$ cat config.mk
export PLATFORM = sky130hd
export DESIGN_NAME = if_id_pipe_reg
export DESIGN_NICKNAME = d
export VERILOG_FILES = /design/src/rtl/if_id_pipe_reg_pkg.sv /design/src/rtl/if_id_pipe_reg_skid_entry.sv /design/src/rtl/if_id_pipe_reg.sv
export SDC_FILE = /design/constraint.sdc
export NUM_CORES = 1
export LEC_CHECK = 0
export BUFFER_PORTS_ARGS = -buffer_cell sky130_fd_sc_hd__buf_4
export CORE_MARGIN = 2
export CORE_UTILIZATION = 30
export CTS_CLUSTER_DIAMETER = 40
export DETAILED_ROUTE_END_ITERATION = 6
export GPL_TIMING_DRIVEN = 0
export MAX_ROUTING_LAYER = met4
export PLACE_DENSITY = 0.56
export RECOVER_POWER = 100
export SLEW_MARGIN = 10
export SYNTH_ARGS = -nofsm -noshare
export SYNTH_HDL_FRONTEND = slang
export SYNTH_HIERARCHICAL = 1
export SYNTH_SLANG_ARGS = --single-unit
$ cat constraint.sdc
create_clock -name clk -period 3.2 [get_ports clk]
set_input_delay 0.8 -clock clk [delete_from_list [all_inputs] [get_ports clk]]
set_output_delay 0.8 -clock clk [all_outputs]
set_load 0.02 [all_outputs]
$ cat src/rtl/if_id_pipe_reg_pkg.sv
// if_id_pipe_reg_pkg: shared fetch/decode widths, bubble encoding and fetch payload type.
package if_id_pipe_reg_pkg;
   localparam int XLEN = 64;
   localparam int INST_W = 32;
   localparam logic [INST_W-1:0] NOP_INST = 32'h0000_0013;
   typedef struct packed {
      logic [XLEN-1:0]   pc;
      logic [INST_W-1:0] inst;
   } fetch_t;
endpackage

$ cat src/rtl/if_id_pipe_reg_skid_entry.sv
// pipe_skid_entry: one valid+payload register with load and clear (clear wins).
module pipe_skid_entry #(
   parameter int W = 96
) (
   input  logic         clk,
   input  logic         rst_n,
   input  logic         load,
   input  logic         clr,
   input  logic [W-1:0] d,
   output logic         valid,
   output logic [W-1:0] q
);
   always_ff @(posedge clk or negedge rst_n)
      if (!rst_n) begin
         valid <= 1'b0;
         q     <= '0;
      end else if (clr) begin
         valid <= 1'b0;
      end else if (load) begin
         valid <= 1'b1;
         q     <= d;
      end
endmodule

$ cat src/rtl/if_id_pipe_reg.sv
// if_id_pipe_reg: IF/ID register with one-entry skid; priority flush > stall > advance.
// Optional perf counters enabled by defining IF_ID_PERF_EN.
module if_id_pipe_reg
   import if_id_pipe_reg_pkg::*;
(
   input  logic              clk,
   input  logic              rst_n,
   input  logic              if_valid,
   input  logic [XLEN-1:0]   if_pc,
   input  logic [INST_W-1:0] if_inst,
   output logic              if_ready,
   input  logic              if_id_stall,
   input  logic              id_flush,
   output logic              id_valid,
   output logic [XLEN-1:0]   id_pc,
`ifdef IF_ID_PERF_EN
   output logic [31:0]       perf_stall_cnt,
   output logic [31:0]       perf_flush_cnt,
`endif
   output logic [INST_W-1:0] id_inst
);
   fetch_t sk_q;
   logic sk_valid, accept, hold, sk_load, sk_clr, id_valid_n;
   logic [XLEN-1:0] id_pc_n;
   logic [INST_W-1:0] id_inst_n;
   assign if_ready = ~sk_valid;
   assign accept = if_valid & if_ready;
   // stall only holds a real instruction; an empty slot keeps filling
   assign hold = if_id_stall & id_valid;
   always_comb begin
      sk_load    = ~id_flush & hold & accept;
      sk_clr     = id_flush | (~hold & sk_valid);
      id_valid_n = id_flush ? 1'b0 : hold ? 1'b1 : (sk_valid | accept);
      id_pc_n    = (id_flush | hold) ? id_pc : sk_valid ? sk_q.pc : accept ? if_pc : id_pc;
      id_inst_n  = id_flush ? NOP_INST : hold ? id_inst : sk_valid ? sk_q.inst : accept ? if_inst : NOP_INST;
   end
   pipe_skid_entry #(.W($bits(fetch_t))) u_skid (
      .clk   (clk),
      .rst_n (rst_n),
      .load  (sk_load),
      .clr   (sk_clr),
      .d     ({if_pc, if_inst}),
      .valid (sk_valid),
      .q     (sk_q)
   );
   always_ff @(posedge clk or negedge rst_n)
      if (!rst_n) begin
         id_valid <= 1'b0;
         id_pc    <= '0;
         id_inst  <= NOP_INST;
      end else begin
         id_valid <= id_valid_n;
         id_pc    <= id_pc_n;
         id_inst  <= id_inst_n;
      end
`ifdef IF_ID_PERF_EN
   always_ff @(posedge clk or negedge rst_n)
      if (!rst_n) begin
         perf_stall_cnt <= '0;
         perf_flush_cnt <= '0;
      end else begin
         if (if_id_stall & id_valid & ~id_flush & ~&perf_stall_cnt)
            perf_stall_cnt <= perf_stall_cnt + 32'd1;
         if (id_flush & (id_valid | sk_valid) & ~&perf_flush_cnt)
            perf_flush_cnt <= perf_flush_cnt + 32'd1;
      end
`endif
endmodule
; Yosys cells after proc, flatten, opt, wreduce, memory -nomap -nowiden
; Cells that the tools add are included.
[op_classes]
n_addsub = 0
n_mul = 0
div_mod_pow = 0
order_cmp = 0
eq_ne = 1
shifts = 0
n_mux = 10
bitwise = 13
reduce_logical = 4
[op_table]
columns = op, count
row1 = two-way mux 32 bit, 4
row2 = two-way mux 64 bit, 2
row3 = bitwise AND 1 bit, 5
row4 = inverter 1 bit, 5
row5 = two-way mux 1 bit, 4
row6 = AND reduction 2 bit, 2
row7 = nonzero test 2 bit, 2
row8 = OR 1 bit, 3
row9 = != test 2 bit (second input constant), 1
[word_totals]
register_bits = 194
latchBits = 0
mem_bits_rw = 0
mem_bits_ro = 0
mem_count = 0

; Longest topological paths before layout
; Gate-level depths: netlist of run 1.
[depth]
ltp_word = 6
depth_mapped = 11

; Hierarchy
; The synthesis of run 1 kept the hierarchy.
[by_module_without_submodules]
columns = module, instances, cells_each, area_per_inst_um2, seq_area_each_um2
row1 = if_id_pipe_reg, 1, 330, 4677.0, 2431.1
row2 = pipe_skid_entry, 1, 207, 3811.2, 2427.3

; Worst setup path after synthesis of run 1
; OpenSTA, ideal clock, no wires.
[synth_timing]
kind = input-to-reg
start = in if_id_stall
end = reg u_skid.q[52]
setup_time_ns = 0.125
arrival_time_ns = 2.248
setup_slack_ns = 0.827
stages = 9
path_buffers = 4
path_cell_list = nand2_1 > nor2_1 > clkbuf_1 > nor2_1 > nor2b_4 > buf_6 > buf_8 > buf_12 > mux2_4
[synth_between]
elab_chain_cells = 6
[synth_lines]
columns = element, line_no
row1 = "start, declared", if_id_pipe_reg.sv:12  ; input logic if_id_stall,
row2 = bitwise AND 1 bit, if_id_pipe_reg.sv:29  ; assign hold = if_id_stall & id_valid;
row3 = inverter 1 bit, if_id_pipe_reg.sv:32  ; sk_clr = id_flush | (~hold & sk_valid);
row4 = bitwise AND 1 bit, if_id_pipe_reg.sv:32
row5 = OR 1 bit, if_id_pipe_reg.sv:32
row6 = via sk_clr, if_id_pipe_reg.sv:23  ; logic sk_valid, accept, hold, sk_load, sk_clr, id_valid_n;
row7 = inverter 1 bit (no line), -
row8 = AND reduction 2 bit (no line), -
row9 = "end signal, assigned", if_id_pipe_reg_skid_entry.sv:16  ; q <= '0;
row10 = "end signal, assigned", if_id_pipe_reg_skid_entry.sv:21  ; q <= d;
row11 = "end, declared", if_id_pipe_reg_skid_entry.sv:11  ; output logic [W-1:0] q
; The timed path passes the listed nets, and every way through them passes these cells.
; A chain may end at the register's enable or synchronous reset.

; Final worst setup path of run 1
[layout_timing]
start = in if_id_stall
end = reg u_skid.q[72]
; Same word-level chain as after synthesis.

==> results.cfg, run 1 <==
[run_status]
outcome = completed

[sta]
finalCriticalPeriod_ps = 2570
period_share_pct = 80.3
fmax_mhz = 389
grt_setup_unrepaired = false
worst_pin_slew_ps = 1320
worst_slack_ps = 630
final-hold-violation-count = 0
slew_violations = 0
setup_viol = 0
fin_skew_ps = 7.77
slew_headroom_pct = 11.7

[final_layout]
final_core_util_pct = 37.9
num-nets-final = 857
drive_above_1_share_pct = 42.5
area_growth_pct = 24.3
final_area_sq_mm = 0.0105
n_antenna_cell = 0

[clock_tree]
cts.sinks = 194
cts-hold-fix-buffers = 0
post-cts-setup-buffer-count = 0
root_buffer = clkbuf_16
cts_resized = 0
clk_pin_slew_ps = 80
insertion_delay_ps = 430
cts_tree = done
clockBufferDepth = 2
cts-buffers-inserted = 17
cts_max_level = 4

[global_routing]
grt_start_max_net_pins = 93
antenna_found_initial = 0
grt_pass1_wl_um = 31400
grt_overflow = 0
grt_use_total_pct = 14.3
grt_pass1_vias = 5577

[placement]
post-place-ws_ps = 268
hpwl_um = 13800
portBuffers = 198
place.gp.congestion = 0.721
placed_area_sq_mm = 0.0105

[logic_synthesis]
synth-simple-area-share_pct = 1.05
synth_top_family_by_area = multiplexers
synthXorXnorAreaFrac_pct = 0
synth-seq-cells = 194
synthMuxAreaShare_pct = 31.7
synth_seq_area_share_pct = 57.2
synth_edf_count = 0
synth_compound_area_share_pct = 6.29
yosysWarnings = 6
syn_inst = 537
ys_dominant_reg_cell = dfrtp_1
synth_cell_types = 27
synth.area.top_cells = dfrtp_1 56%, mux2_2 20%, mux2_4 8.0%
async_reset_ff_share_pct = 100
syn_area_sq_mm = 0.00849
synth.top_cell.area_share_pct = 56.3
syn_nets = 638
yosys.area.top_type = dfrtp_1
avgSynthCellArea_sq_um = 15.8
synth-adder-area-share_pct = 0

[critical_path]
crit_chain = clkbuf_1, nand2_1, nor2_1, clkbuf_1, nor2_1, nor2b_4, buf_6, buf_8, buf_12, mux2_1
cp.required_ps = 3510
max_stage_delay_ps = 440
rrSetupSlack_ps = 750
r2r_end = u_skid/q[72]
crit_slowest_cell = clkbuf_1
rr_worst_depth = 9
cp_max_fo = 10
critPathKind = primary input to flip-flop
crit_arrival_ps = 2880
reg2reg_from = id_valid
startpoint_type = primary input
worstSetupEndpointType = flip-flop

[power]
power_mw = 6.58
peakVddDrop_mv = 0.401
leakage_nw = 4.60
p_per_area_mw_per_mm2 = 624

[detailed_routing]
post_drt_via_cell_ratio = 4.56
routed_wl_um = 19900
routedWlPerCell_um = 17.4
vias = 5228
firstDrtPassIters = 4
ant_nets = 0
drt-initial-drc-count = 222
drc = 0

[floorplan]
die_h_um = 172
die_x_um = 172
coreArea_sq_mm = 0.0279
rows = 61
start_util_pct = 30.5
pin_count = 199
die-area_sq_mm = 0.0297

[run]
cap_violations = 0

[hold_path]
hp-class = primary input to async pin
[logic make-up (layout without fill, tap and decap cells)]
group / Yosys count / count (layout)
buffers and inverters: 38 / 270
DFF: 194 / 194
muxes: 224 / 224
AOI/OAI and AO/OA: 67 / 67
and+or+nand+nor: 14 / 14
[synthesized netlist by cell type (3+ instances only)]
| library cell | n |
|---|---|
| mux2_1 | 28 |
| buf_12 | 4 |
| clkbuf_1 | 5 |
| buf_6 | 10 |
| a22oi_1 | 29 |
| buf_2 | 17 |
| mux2_4 | 45 |
| dfrtp_1 | 191 |
| mux2_2 | 151 |
| nor2_1 | 6 |
| o2bb2ai_1 | 29 |
| dfstp_2 | 3 |
[layout by cell type (no fill, tap or decap)]
| master | n |
|---|---|
| inv_8 | 3 |
| dfstp_2 | 3 |
| buf_12 | 4 |
| clkinv_8 | 2 |
| a31oi_1 | 1 |
| clkinv_4 | 1 |
| dfrtp_1 | 191 |
| mux2_1 | 64 |
| bufinv_16 | 2 |
| o221ai_1 | 1 |
| or2_2 | 1 |
| nor2_1 | 8 |
| clkbuf_16 | 17 |
| nor2b_4 | 1 |
| mux2_4 | 9 |
| a22oi_1 | 29 |
| buf_2 | 15 |
| buf_4 | 98 |
| buf_6 | 10 |
| a21oi_1 | 2 |
| nor2b_1 | 1 |
| clkbuf_4 | 2 |
| o22ai_1 | 2 |
| nand2_1 | 2 |
| a2bb2oi_1 | 2 |
| clkinv_2 | 1 |
| nand2b_1 | 1 |
| mux2_2 | 151 |
| a21o_1 | 1 |
| clkinvlp_4 | 1 |
| o2bb2ai_1 | 29 |
| inv_6 | 5 |
| inv_1 | 1 |
| buf_8 | 1 |
| clkbuf_1 | 107 |
[how the worst max path moves through the flow]
stage	startpoint	to	slack, ps	depth (start not counted)
after floorplan	if_id_stall	u_skid/q[52]	830	9
after global placement	rst_n	u_skid/q[75]	-180	1
after detailed placement	if_id_stall	u_skid/q[54]	270	10
after CTS	u_skid/valid	if_ready	700	5
after global routing	if_id_stall	u_skid/q[72]	420	10
final	if_id_stall	u_skid/q[72]	630	10
[routing by layer]
metal / global-route usage [%] / up-vias / share of wire, %
met2: 22.2 / 132 / 47
li1: - / 2416 / -
met3: 4.44 / 15 / 6.3
met1: 18.1 / 2665 / 46
met4: 4.27 / 0 / 1.4
met5: - / - / 0
[sequential cells by signal, summed over array words and instances (netlist names)]
| register | count |
|---|---|
| u_skid/valid | 1 |
| id_valid | 1 |
| id_pc | 64 |
| id_inst | 32 |
| u_skid/q | 96 |
[metrics by stage]
stage	cells	TNS, ps	hold slack, ps
finish	1147	0	415
global route	1147	0	476
CTS	1147	0	149
detailed placement	1115	0	475
global placement	1113	-31110	471
floorplan	537	0	475
[worst max-delay path: cells and delay by family]
kind | cells | cell delay [ps]
and+or+nand+nor | 4 | 660
muxes | 1 | 330
buffers and inverters | 5 | 1070
[power breakdown]
part / total [mW] / switching, mW / internal (mW) / leakage (nW)
Sequential: 3.15 / 0.224 / 2.92 / 2.42
Clock: 2.28 / 1.08 / 1.20 / 0.301
Combinational: 1.16 / 0.607 / 0.551 / 1.88
[layout make-up]
class / instances / area [sq um]
well taps: 378 / 473
clock buffers: 17 / 425
fillers: 2797 / 17300
plain buffers: 37 / 309
inverters: 1 / 3.75
clock inverters: 15 / 191
flip-flops and latches: 194 / 4860
multi-input cells: 305 / 3160
repair buffers: 200 / 1130
No activity file was read; power rests on OpenSTA's default activity.
==> run 2, diff against run 1 <==
Settings changed: ABC_AREA set to 1, PLACE_DENSITY 0.56 to 0.57.
Clock period 3.2 ns to 2.32 ns, I/O delays scaled along.
==> results.cfg, run 2 <==
[sta]
slew_headroom_pct = 11.4
slew_violations = 0
period_share_pct = 93.6
final-hold-violation-count = 0
grt_setup_unrepaired = false
setup_viol = 0
fin_skew_ps = 11.4
finalCriticalPeriod_ps = 2170
fmax_mhz = 461
worst_pin_slew_ps = 1330
fin_tns_setup_ps = 0
fin_hold_ws_ps = 343

[global_routing]
grt_use_total_pct = 17.4
grt_overflow = 0
grt_start_max_net_pins = 103
grt_pass1_vias = 7440
grt_pass1_wl_um = 40600
antenna_found_initial = 1

[logic_synthesis]
synth_seq_area_share_pct = 55.6
yosys.area.top_type = dfrtp_1
synth.most_common_cell = nand2_1
synth_common_cells = 760 x nand2_1, 191 x dfrtp_1, 97 x nand3_1
synth.top_cell.area_share_pct = 54.7
synth-adder-area-share_pct = 0
synth_cell_types = 19
syn_area_sq_mm = 0.00873
synth_edf_count = 0
syn_inst = 1150
syn_nets = 1251
synth.area.top_cells = dfrtp_1 55%, nand2_1 33%, nand3_1 5.6%
synth_top_family_by_area = simple AND/OR/NAND/NOR gates
ys_dominant_reg_cell = dfrtp_1
synthXorXnorAreaFrac_pct = 0
synthMuxAreaShare_pct = 0
avgSynthCellArea_sq_um = 7.59
yosysWarnings = 6
synth-seq-cells = 194
async_reset_ff_share_pct = 100
synth-simple-area-share_pct = 39.1
synth_compound_area_share_pct = 0.401

[hold_path]
hold_depth = 2
hp-class = primary input to flip-flop

[run_status]
outcome = completed

[placement]
place.gp.congestion = 0.792
hpwl_um = 17500
portBuffers = 198

[critical_path]
crit_chain = buf_2, inv_4, clkbuf_4, buf_4
worstSetupEndpointType = output port
critical_path_depth = 4
startpoint_type = flip-flop
rr_worst_depth = 11
crit_buf_inv = 4
crit_slowest_cell = dfrtp_1
crit_arrival_ps = 1590
cp_max_fo = 10
max_stage_delay_ps = 380
cp.required_ps = 1740
critPathKind = flip-flop to output port
cp_top_family = buffers and inverters

[detailed_routing]
drc = 0
routedWlPerCell_um = 14.5
routed_wl_um = 25600
vias = 7790
post_drt_via_cell_ratio = 4.41
firstDrtPassIters = 6
drt-initial-drc-count = 435
ant_nets = 0

[clock_tree]
cts-buffers-inserted = 17
insertion_delay_ps = 430
cts_max_level = 4
clk_pin_slew_ps = 80
cts.sinks = 194
cts_tree = done
clockBufferDepth = 2
root_buffer = clkbuf_16
post-cts-setup-buffer-count = 0

[floorplan]
die_x_um = 175
rows = 62
die-area_sq_mm = 0.0305
die_h_um = 175
start_util_pct = 30.4
pin_count = 199
coreArea_sq_mm = 0.0287

[final_layout]
fill_cells = 3144
largest_register = u_skid/q
layout_common_cells = 760 x nand2_1, 191 x dfrtp_1, 116 x clkbuf_1
area_growth_pct = 25.0
drive_above_1_share_pct = 14.2
final_common_cell = nand2_1
reg_top3 = u_skid/q (96), id_pc (64), id_inst (32)
num-nets-final = 1469
largest_reg_flops = 96

[run]
cap_violations = 0

[power]
peakVddDrop_mv = 0.464
p_per_area_mw_per_mm2 = 788
leakage_nw = 6.08
## run 2: cell types whose count changed after synthesis, sizes merged, moves of 29 or more
cell,change
mux2,-224
buf,+29
o2bb2ai,-29
nand2,+762
a22oi,-29
nand3,+97
## run 2: what timing repair did
item,CTS,global route
hold buffers,0,0
gates resized for setup,2,2
endpoints found under the setup margin,30,34
## run 2: kinds of logic after synthesis
kind of cell,after synthesis
AOI/OAI and AO/OA,7
buffers and inverters,80
DFF,194
and+or+nand+nor,869
## run 2: layout make-up
cell class	count	area (sq um)	area share [%]
multi-input combinational	876	3450	31.6
tap	384	480	4.40
timing repair buffer	199	1150	10.5
clock inverter	12	100	0.917
buffer	70	383	3.51
clock buffer	20	457	4.18
sequential	194	4860	44.5
antenna	1	2.50	0.0229
inverter	10	40.0	0.367
## run 2: worst reg2reg max path, cell delays in order (launching register included)
cell     delay (ps)
dfrtp_1         380
buf_2           210
inv_4           160
buf_4           210
nand2_1         110
nor3_1          140
buf_4           200
nand2_4         120
buf_6           190
buf_4           180
nand2_1          60
nand2_1          50
## run 2: worst paths after layout
path | start | to | slack [ps]
worst max register to register | u_skid/valid | u_skid/q[89] | 190
max in group asynchronous | rst_n | u_skid/q[18] | 750
worst min register to register | u_skid/q[4] | u_skid/q[4] | 470
worst min-delay path | id_flush | id_valid | 340
worst max-delay path | u_skid/valid | if_ready | 150
min in group asynchronous | rst_n | id_pc[24] | 430
## run 2: report_power, final
group / total [mW] / switching, mW / leakage [nW] / internal [mW]
Clock: 2.89 / 1.44 / 0.259 / 1.46
Combinational: 1.48 / 0.979 / 3.33 / 0.498
Sequential: 4.23 / 0.291 / 2.49 / 3.94
Total: 8.61 / 2.71 / 6.08 / 5.90
## run 2: metal layers
layer  vias up  GRT usage, %  share of wire (%)
met3        16          3.72                5.5
met5         -             -                  0
met2       178          27.1                 46
li1       3954             -                  -
met4         0          4.20                1.2
met1      3642          23.4                 47
## run 2: through the flow
step | area [sq um] | util [%] | worst slack (ps) | cells | total power, mW
2_1_floorplan | 8730 | - | 640 | 1150 | 5.17
3_3_place_gp | 10700 | 37.3 | -804 | 1732 | 5.94
3_5_place_dp | 10700 | 37.4 | -18.2 | 1733 | 5.98
4_1_cts | 11300 | 39.4 | 53.3 | 1765 | 8.91
5_1_grt | 10900 | 38.0 | 20.4 | 1766 | 9.13
6_report | 10900 | 38.0 | 149 | 1766 | 8.61
==> run 3, diff against run 2 <==
Settings changed: SYNTH_HIERARCHICAL 1 to not set.
==> results.cfg, run 3 <==
[global_routing]
grt_use_total_pct = 18.1
grt_pass1_vias = 7750
grt_overflow = 0
antenna_found_initial = 0
grt_pass1_wl_um = 42400
grt_start_max_net_pins = 90

[detailed_routing]
vias = 7809
firstDrtPassIters = 5
drc = 0
drt-initial-drc-count = 543
post_drt_via_cell_ratio = 4.44
routed_wl_um = 25900
routedWlPerCell_um = 14.7
ant_nets = 0

[logic_synthesis]
synth_seq_area_share_pct = 55.8
async_reset_ff_share_pct = 100
avgSynthCellArea_sq_um = 7.62
ys_dominant_reg_cell = dfrtp_1
synth.most_common_cell = nand2_1
synth_common_cells = 756 x nand2_1, 191 x dfrtp_1, 99 x nand3_1
synth-seq-cells = 194
synth.top_cell.area_share_pct = 54.9
syn_nets = 1244
syn_area_sq_mm = 0.00871
synth.area.top_cells = dfrtp_1 55%, nand2_1 33%, nand3_1 5.7%
yosysWarnings = 0
synth_cell_types = 18
syn_inst = 1143
yosys.area.top_type = dfrtp_1
synth_edf_count = 0

[critical_path]
critPathKind = flip-flop to output port
crit_slowest_cell = dfrtp_1
cp-endpoint = if_ready
cp.required_ps = 1740
crit_chain = buf_2, inv_2, clkbuf_1
rr_worst_depth = 7
cp_top_family = buffers and inverters
r2r_end = id_inst[23]
rrSetupSlack_ps = 270
crit_buf_inv = 3
crit_arrival_ps = 1560
startpoint_type = flip-flop
critical_path_depth = 3
cp-startpoint = u_skid.valid
reg2reg_from = u_skid.valid
max_stage_delay_ps = 360
cp_max_fo = 14
worstSetupEndpointType = output port

[floorplan]
die-area_sq_mm = 0.0304
die_x_um = 174
coreArea_sq_mm = 0.0286
die_h_um = 174
rows = 62
start_util_pct = 30.4
pin_count = 199

[clock_tree]
cts_max_level = 4
root_buffer = clkbuf_16
clockBufferDepth = 2
insertion_delay_ps = 420
cts.sinks = 194
clk_pin_slew_ps = 70
cts_resized = 0
cts-buffers-inserted = 17
post-cts-setup-buffer-count = 0
cts_tree = done

[final_layout]
largest_register = u_skid.q
drive_above_1_share_pct = 13.6
fill_cells = 3111
largest_reg_flops = 96
final_core_util_pct = 38.0
area_growth_pct = 24.7
reg_top3 = u_skid.q (96), id_pc (64), id_inst (32)
final_area_sq_mm = 0.0109
final_common_cell = nand2_1
num-nets-final = 1463
n_antenna_cell = 0
layout_common_cells = 758 x nand2_1, 191 x dfrtp_1, 123 x clkbuf_1

[run_status]
outcome = completed

[sta]
setup_viol = 0
final-hold-violation-count = 0
finalCriticalPeriod_ps = 2140
slew_violations = 0
period_share_pct = 92.1
slew_headroom_pct = 21.0
fmax_mhz = 468
fin_skew_ps = 11.2
grt_setup_unrepaired = false
worst_pin_slew_ps = 1190

[placement]
placed_area_sq_mm = 0.0107
hpwl_um = 18400
portBuffers = 198
place.gp.congestion = 0.775

[run]
cap_violations = 0

[power]
leakage_nw = 6.01
peakVddDrop_mv = 0.503
power_mw = 8.65
p_per_area_mw_per_mm2 = 796

[hold_path]
hp-class = primary input to flip-flop
-- run 3: routing by layer --
metal	vias to the layer above	track usage, %	routed length (um)
met3	12	3.59	1140
li1	3931	-	-
met2	166	27.6	11700
met1	3700	25.3	12900
met4	0	3.08	196
met5	-	-	0
-- run 3: kinds of logic (layout without fill, tap and decap cells) --
kind of cell    count (synthesis)  after routing  synth area share [%]
flops                         194            194                  55.8
buf+inv                        78            310                  4.68
simple gates                  866            866                  39.2
compound gates                  5              5                 0.316
-- run 3: worst min path at each step --
stage / slack [ps] / start / depth (start not counted) / endpoint
5_1_grt: 360 / if_pc[7] / 3 / u_skid.q[39]
2_1_floorplan: 280 / rst_n / 0 / id_inst[10]
4_1_cts: 360 / id_flush / 2 / id_valid
3_3_place_gp: 450 / u_skid.q[60] / 2 / u_skid.q[60]
6_report: 380 / id_flush / 2 / id_valid
3_5_place_dp: 430 / rst_n / 1 / u_skid.q[64]
-- run 3: stage by stage --
step	hold WS, ps	std cells	setup slack, ps	TNS (ps)
final	382	1759	182	0
after detailed placement	434	1727	309	0
after global placement	453	1725	-827	-154590
after CTS	358	1759	182	0
after global routing	364	1759	72.8	0
after floorplan	284	1143	783	0
-- run 3: final cells by class --
class                   instances  area (sq um)  area share (%)
repair buffers                201          1170            10.8
well taps                     384           480            4.42
multi-input cells             871          3430            31.6
clock buffers                  19           443            4.08
inverters                       9          33.8           0.311
plain buffers                  68           322            2.96
flip-flops and latches        194          4860            44.7
clock inverters                13           123            1.13
-- run 3: what timing repair did --
| item | CTS | global route |
|---|---|---|
| endpoints found under the setup margin | 1 | 0 |
| hold endpoints to repair | 19 | 0 |
| hold buffers | 1 | 0 |
-- run 3: report_power, final --
group          internal, mW  switching (mW)
Clock                  1.44            1.44
Sequential             3.96           0.307
Combinational         0.502           0.990
Total                  5.91            2.74
